File: src/rtl/sorted_result_mem.sv
// sorted_result_mem: collects Sorter writes with coverage/duplicate tracking,
// checks adjacent order in hardware after done, then drains in address order.
module sorted_result_mem #(
  parameter int DATA_WIDTH       = 32,
  parameter int ELEMENT_NUM      = 16,
  parameter int LOG2_ELEMENT_NUM = 4,
  parameter bit DESCEND          = 1'b0
) (
  input  logic                        clk,
  input  logic                        rst,
  input  logic                        clr,
  input  logic                        SM_valid,
  input  logic [LOG2_ELEMENT_NUM-1:0] SM_addr,
  input  logic [DATA_WIDTH-1:0]       SM_data,
  input  logic                        done,
  input  logic                        rd_ready,
  output logic                        rd_valid,
  output logic [LOG2_ELEMENT_NUM-1:0] rd_addr,
  output logic [DATA_WIDTH-1:0]       rd_data,
  output logic                        rd_last,
  output logic                        full,
  output logic                        dup_err,
  output logic                        late_err,
  output logic                        order_err,
  output logic                        check_done
);
  typedef enum logic [1:0] {COLLECT, CHECK, DRAIN, FINISH} state_t;
  localparam logic [LOG2_ELEMENT_NUM-1:0] ONE  = LOG2_ELEMENT_NUM'(1);
  localparam logic [LOG2_ELEMENT_NUM-1:0] LAST = LOG2_ELEMENT_NUM'(ELEMENT_NUM-1);
  localparam logic [LOG2_ELEMENT_NUM-1:0] PEN  = LOG2_ELEMENT_NUM'(ELEMENT_NUM-2);
  state_t                      state_q, state_d;
  logic [LOG2_ELEMENT_NUM-1:0] idx_q, idx_d, ptr_q, ptr_d, idx_n;
  logic [ELEMENT_NUM-1:0]      written_q, written_d;
  logic                        dup_q, dup_d, late_q, late_d, order_q, order_d, chk_q, chk_d, done_q;
  logic [DATA_WIDTH-1:0]       mem [ELEMENT_NUM];
  logic [DATA_WIDTH-1:0]       a, b;
  logic                        wr;
  assign idx_n = idx_q + ONE;
  // Unwritten locations behave as zero for both the order check and the drain.
  assign a  = written_q[idx_q] ? mem[idx_q] : '0;
  assign b  = written_q[idx_n] ? mem[idx_n] : '0;
  assign wr = !clr && state_q == COLLECT && SM_valid;
  assign rd_valid   = state_q == DRAIN;
  assign rd_addr    = ptr_q;
  assign rd_data    = rd_valid && written_q[ptr_q] ? mem[ptr_q] : '0;
  assign rd_last    = rd_valid && ptr_q == LAST;
  assign full       = &written_q;
  assign dup_err    = dup_q;
  assign late_err   = late_q;
  assign order_err  = order_q;
  assign check_done = chk_q;
  always_ff @(posedge clk)
    if (wr) mem[SM_addr] <= SM_data;
  always_comb begin
    state_d   = state_q;
    idx_d     = idx_q;
    ptr_d     = ptr_q;
    written_d = written_q;
    dup_d     = dup_q;
    late_d    = late_q;
    order_d   = order_q;
    chk_d     = chk_q;
    if (clr) begin
      state_d   = COLLECT;
      idx_d     = '0;
      ptr_d     = '0;
      written_d = '0;
      dup_d     = 1'b0;
      late_d    = 1'b0;
      order_d   = 1'b0;
      chk_d     = 1'b0;
    end else begin
      if (SM_valid && state_q != COLLECT) late_d = 1'b1;
      case (state_q)
        COLLECT: begin
          if (SM_valid) begin
            dup_d              = dup_q | written_q[SM_addr];
            written_d[SM_addr] = 1'b1;
          end
          if (done && !done_q) state_d = CHECK;
        end
        CHECK: begin
          if (DESCEND ? a < b : a > b) order_d = 1'b1;
          idx_d = idx_n;
          if (idx_q == PEN) begin
            state_d = DRAIN;
            chk_d   = 1'b1;
          end
        end
        DRAIN:
          if (rd_ready) begin
            ptr_d = ptr_q + ONE;
            if (ptr_q == LAST) state_d = FINISH;
          end
        default: ;
      endcase
    end
  end
  always_ff @(posedge clk or negedge rst)
    if (!rst) begin
      state_q   <= COLLECT;
      idx_q     <= '0;
      ptr_q     <= '0;
      written_q <= '0;
      dup_q     <= 1'b0;
      late_q    <= 1'b0;
      order_q   <= 1'b0;
      chk_q     <= 1'b0;
      done_q    <= 1'b0;
    end else begin
      state_q   <= state_d;
      idx_q     <= idx_d;
      ptr_q     <= ptr_d;
      written_q <= written_d;
      dup_q     <= dup_d;
      late_q    <= late_d;
      order_q   <= order_d;
      chk_q     <= chk_d;
      done_q    <= done;
    end
endmodule
File: config.mk
export PLATFORM = sky130hd
export DESIGN_NAME = sorted_result_mem
export DESIGN_NICKNAME = d
export VERILOG_FILES = /design/src/rtl/sorted_result_mem.sv
export SDC_FILE = /design/constraint.sdc
export NUM_CORES = 1
export LEC_CHECK = 0
export CORE_ASPECT_RATIO = 1.25
export CORE_MARGIN = 5
export CORE_UTILIZATION = 65
export CTS_BUF_LIST = sky130_fd_sc_hd__clkbuf_8
export CTS_CLUSTER_SIZE = 30
export DETAILED_ROUTE_END_ITERATION = 12
export PLACE_DENSITY = 0.86
export SYNTH_ARGS = -nofsm -noshare
export SYNTH_HDL_FRONTEND = slang
export SYNTH_SLANG_ARGS = --single-unit
File: constraint.sdc
create_clock -name clk -period 5 [get_ports clk]
set_input_delay 0.5 -clock clk [delete_from_list [all_inputs] [get_ports clk]]
set_output_delay 0.5 -clock clk [all_outputs]
set_load 0.05 [all_outputs]
==> impl_metrics.json <==
{
  "status": "complete, no violations",
  "syn_area_per_cell_um2": 18.5,
  "drcViolationCount": 0,
  "r2r_cells": 10,
  "finalClockSkew_ps": 26.6,
  "p_leak_nw": 10.8,
  "gp_congestion": 0.835,
  "synth_seq_cells": 543,
  "ant_nets": 0,
  "rsz0062_at_grt": "no",
  "cts_hold_buffers": 0,
  "cts_made_buffers": 84,
  "hold_viol": 0,
  "ir_drop_v": 0.000272,
  "endpoint": "order_err",
  "path_class": "reg -> reg",
  "startpoint": "idx_q[0]",
  "clk_path_buf_depth": 3,
  "crit_required_ps": 5570,
  "grt-ovfl-total": 0,
  "synth_edf_count": 512,
  "synth-async-reset-ratio_pct": 5.71,
  "final-seq-area_um2": 16200,
  "tns_ps": 0,
  "worst_pin_slew_ps": 1190,
  "fmax_ghz": 0.220,
  "area_growth_syn_to_layout_pct": 10.7,
  "nFillCells": 2675,
  "antenna_found_initial": 2,
  "cts_setup_buffers": 0,
  "cp-end-kind": "flip-flop",
  "start_util_pct": 65.4,
  "die-height_um": 253,
  "p_sw_share_pct": 27.7,
  "seqPwrFrac_pct": 43.5,
  "grt_pass1_vias": 19600,
  "synthCells": 1661,
  "avgViaCountPerCell": 7.80,
  "clk_pin_slew_ps": 60,
  "clockRootBuffer": "clkbuf_8",
  "fin_crit_ps": 4550,
  "post_drt_wl_per_cell_um": 33.8,
  "worstPathArrival_ps": 5120,
  "reg2reg_from": "idx_q[0]",
  "relSlewSlack_pct": 20.4,
  "fin_cells": 2438,
  "synth.distinct_cells": 51,
  "die_x_um": 205,
  "nNetsFinal": 1818,
  "grtUsageTotal_pct": 32.2,
  "final_util_pct": 72.4,
  "period_share_pct": 90.9,
  "grt_max_degree": 83,
  "synth.cells.most_frequent": "edfxtp_1, mux4_2, mux2i_1, nand2_1, clkbuf_1",
  "cp_max_fo": 57,
  "htreeDepth": 3,
  "vias": 19000,
  "worstHoldPathType": "in -> async",
  "synth_most_common_cell": "edfxtp_1",
  "post_cts_resized": 0,
  "cts_tree": "built",
  "syn-num-nets": 1741,
  "place_hpwl_mm": 46.8,
  "multi_input_area_um2": 13900,
  "cts_sinks": 543,
  "synth-main-ff-cell": "edfxtp_1",
  "drt_wl_total_mm": 82.3,
  "p_comb_share_pct": 25.7,
  "layout-drive-gt1-share_pct": 36.0,
  "drt_first_pass_iters": 6,
  "synthesis.area_um2": 30800,
  "r2r_end": "order_err",
  "cap_violations": 0,
  "yosysTopAreaCellShare_pct": 49.9,
  "setup-violations-final": 0,
  "ys_seq_area_share_pct": 52.5,
  "start_kind": "flip-flop",
  "p_switching_mw": 3.28,
  "drt_iter0_markers": 2507,
  "row_count": 89,
  "port_buffers": 84,
  "hold-worst-slack_ps": 240,
  "ys_top_cells_by_area": "edfxtp_1, mux4_2, mux4_1",
  "drv_slew": 0,
  "ios": 85,
  "insertion_delay_ps": 670,
  "power_density_nw_per_um2": 348,
  "reg2reg_slack_ps": 450,
  "synth_top_area_cell": "edfxtp_1",
  "placed_cells": 2289,
  "clock_power_share_pct": 30.8,
  "dieArea_um2": 51800,
  "intPower_mw": 8.57,
  "yosys_warnings": 0,
  "core_um2": 47100,
  "grt_pass1_wl_mm": 122
}
[layer usage]
layer	part of all wire, %	up-vias	global-route usage (%)	routed length [um]
met5	0	-	0	0
met4	6.0	0	17.4	4910
met3	13	312	6.78	10500
met2	49	1597	51.2	40000
met1	33	9668	42.5	26900
li1	-	7439	-	-
[power groups by stage]
stage | Clock (mW) | Sequential (mW) | Combinational [mW]
2_1_floorplan | 0 | 5.20 | 2.45
3_3_place_gp | 0 | 5.23 | 2.96
3_5_place_dp | 0 | 5.24 | 3.03
4_1_cts | 3.69 | 5.15 | 3.04
5_1_grt | 3.89 | 5.16 | 3.22
6_report | 3.65 | 5.15 | 3.05
[worst min-delay path by stage]
stage	start	end	slack, ps	cells past startpoint
after floorplan	rst	check_done	200	0
after global placement	late_err	late_err	480	2
after detailed placement	late_err	late_err	490	2
after CTS	rst	rd_addr[1]	210	2
after global routing	rst	rd_addr[2]	280	2
final	rst	rd_addr[2]	240	2
[through the flow]
step	worst slack, ps	instance area, um2	power (mW)
CTS	439	34100	11.9
global route	400	34100	12.3
floorplan	871	30800	7.66
finish	453	34100	11.9
global placement	632	32500	8.19
detailed placement	612	32500	8.27
[area by class of cell]
| class | count | share of cell area [%] |
|---|---|---|
| antenna | 2 | 0.0147 |
| clock buffer | 88 | 3.55 |
| clock inverter | 59 | 1.18 |
| inverter | 9 | 0.0991 |
| multi-input combinational | 962 | 40.7 |
| sequential | 543 | 47.4 |
| tap | 637 | 2.34 |
| timing repair buffer | 138 | 4.68 |
[worst max-delay path, cell delays in order, from the launching register on]
cell and delay [ps]:
dfrtp_4 680, buf_12 270, buf_12 370, mux4_1 670
mux4_2 480, nor2b_1 150, ha_1 330, nand4_1 180
nor4_1 650, o31ai_1 270, a311oi_1 310
[state kept, by name (all words and copies together) (netlist names), 2 cells and up]
signal     count
rd_addr        4
idx_q          4
state_q        2
written_q     16
mem          512
[logic make-up after synthesis]
logic type	count (synthesis)	share of synthesized area (%)
adders and majority gates	38	1.54
xor gates and xnor gates	8	0.228
and+or+nand+nor	203	3.17
DFF	543	52.5
AOI/OAI and AO/OA	158	4.29
muxes	555	35.3
buffers and inverters	156	3.02
[placed cells by master (no fill, tap or decap), types with 34 or more instances in the layout]
cell type | synthesis | routed
buf_4 | 19 | 42
clkbuf_8 | 0 | 88
clkdlybuf4s50_1 | 0 | 64
edfxtp_1 | 512 | 512
ha_1 | 38 | 37
mux2i_1 | 115 | 115
mux4_1 | 44 | 44
mux4_2 | 359 | 359
nand2_1 | 68 | 67
nor2b_1 | 34 | 34
o221ai_1 | 40 | 40
Power figures use the tool's default switching activity.
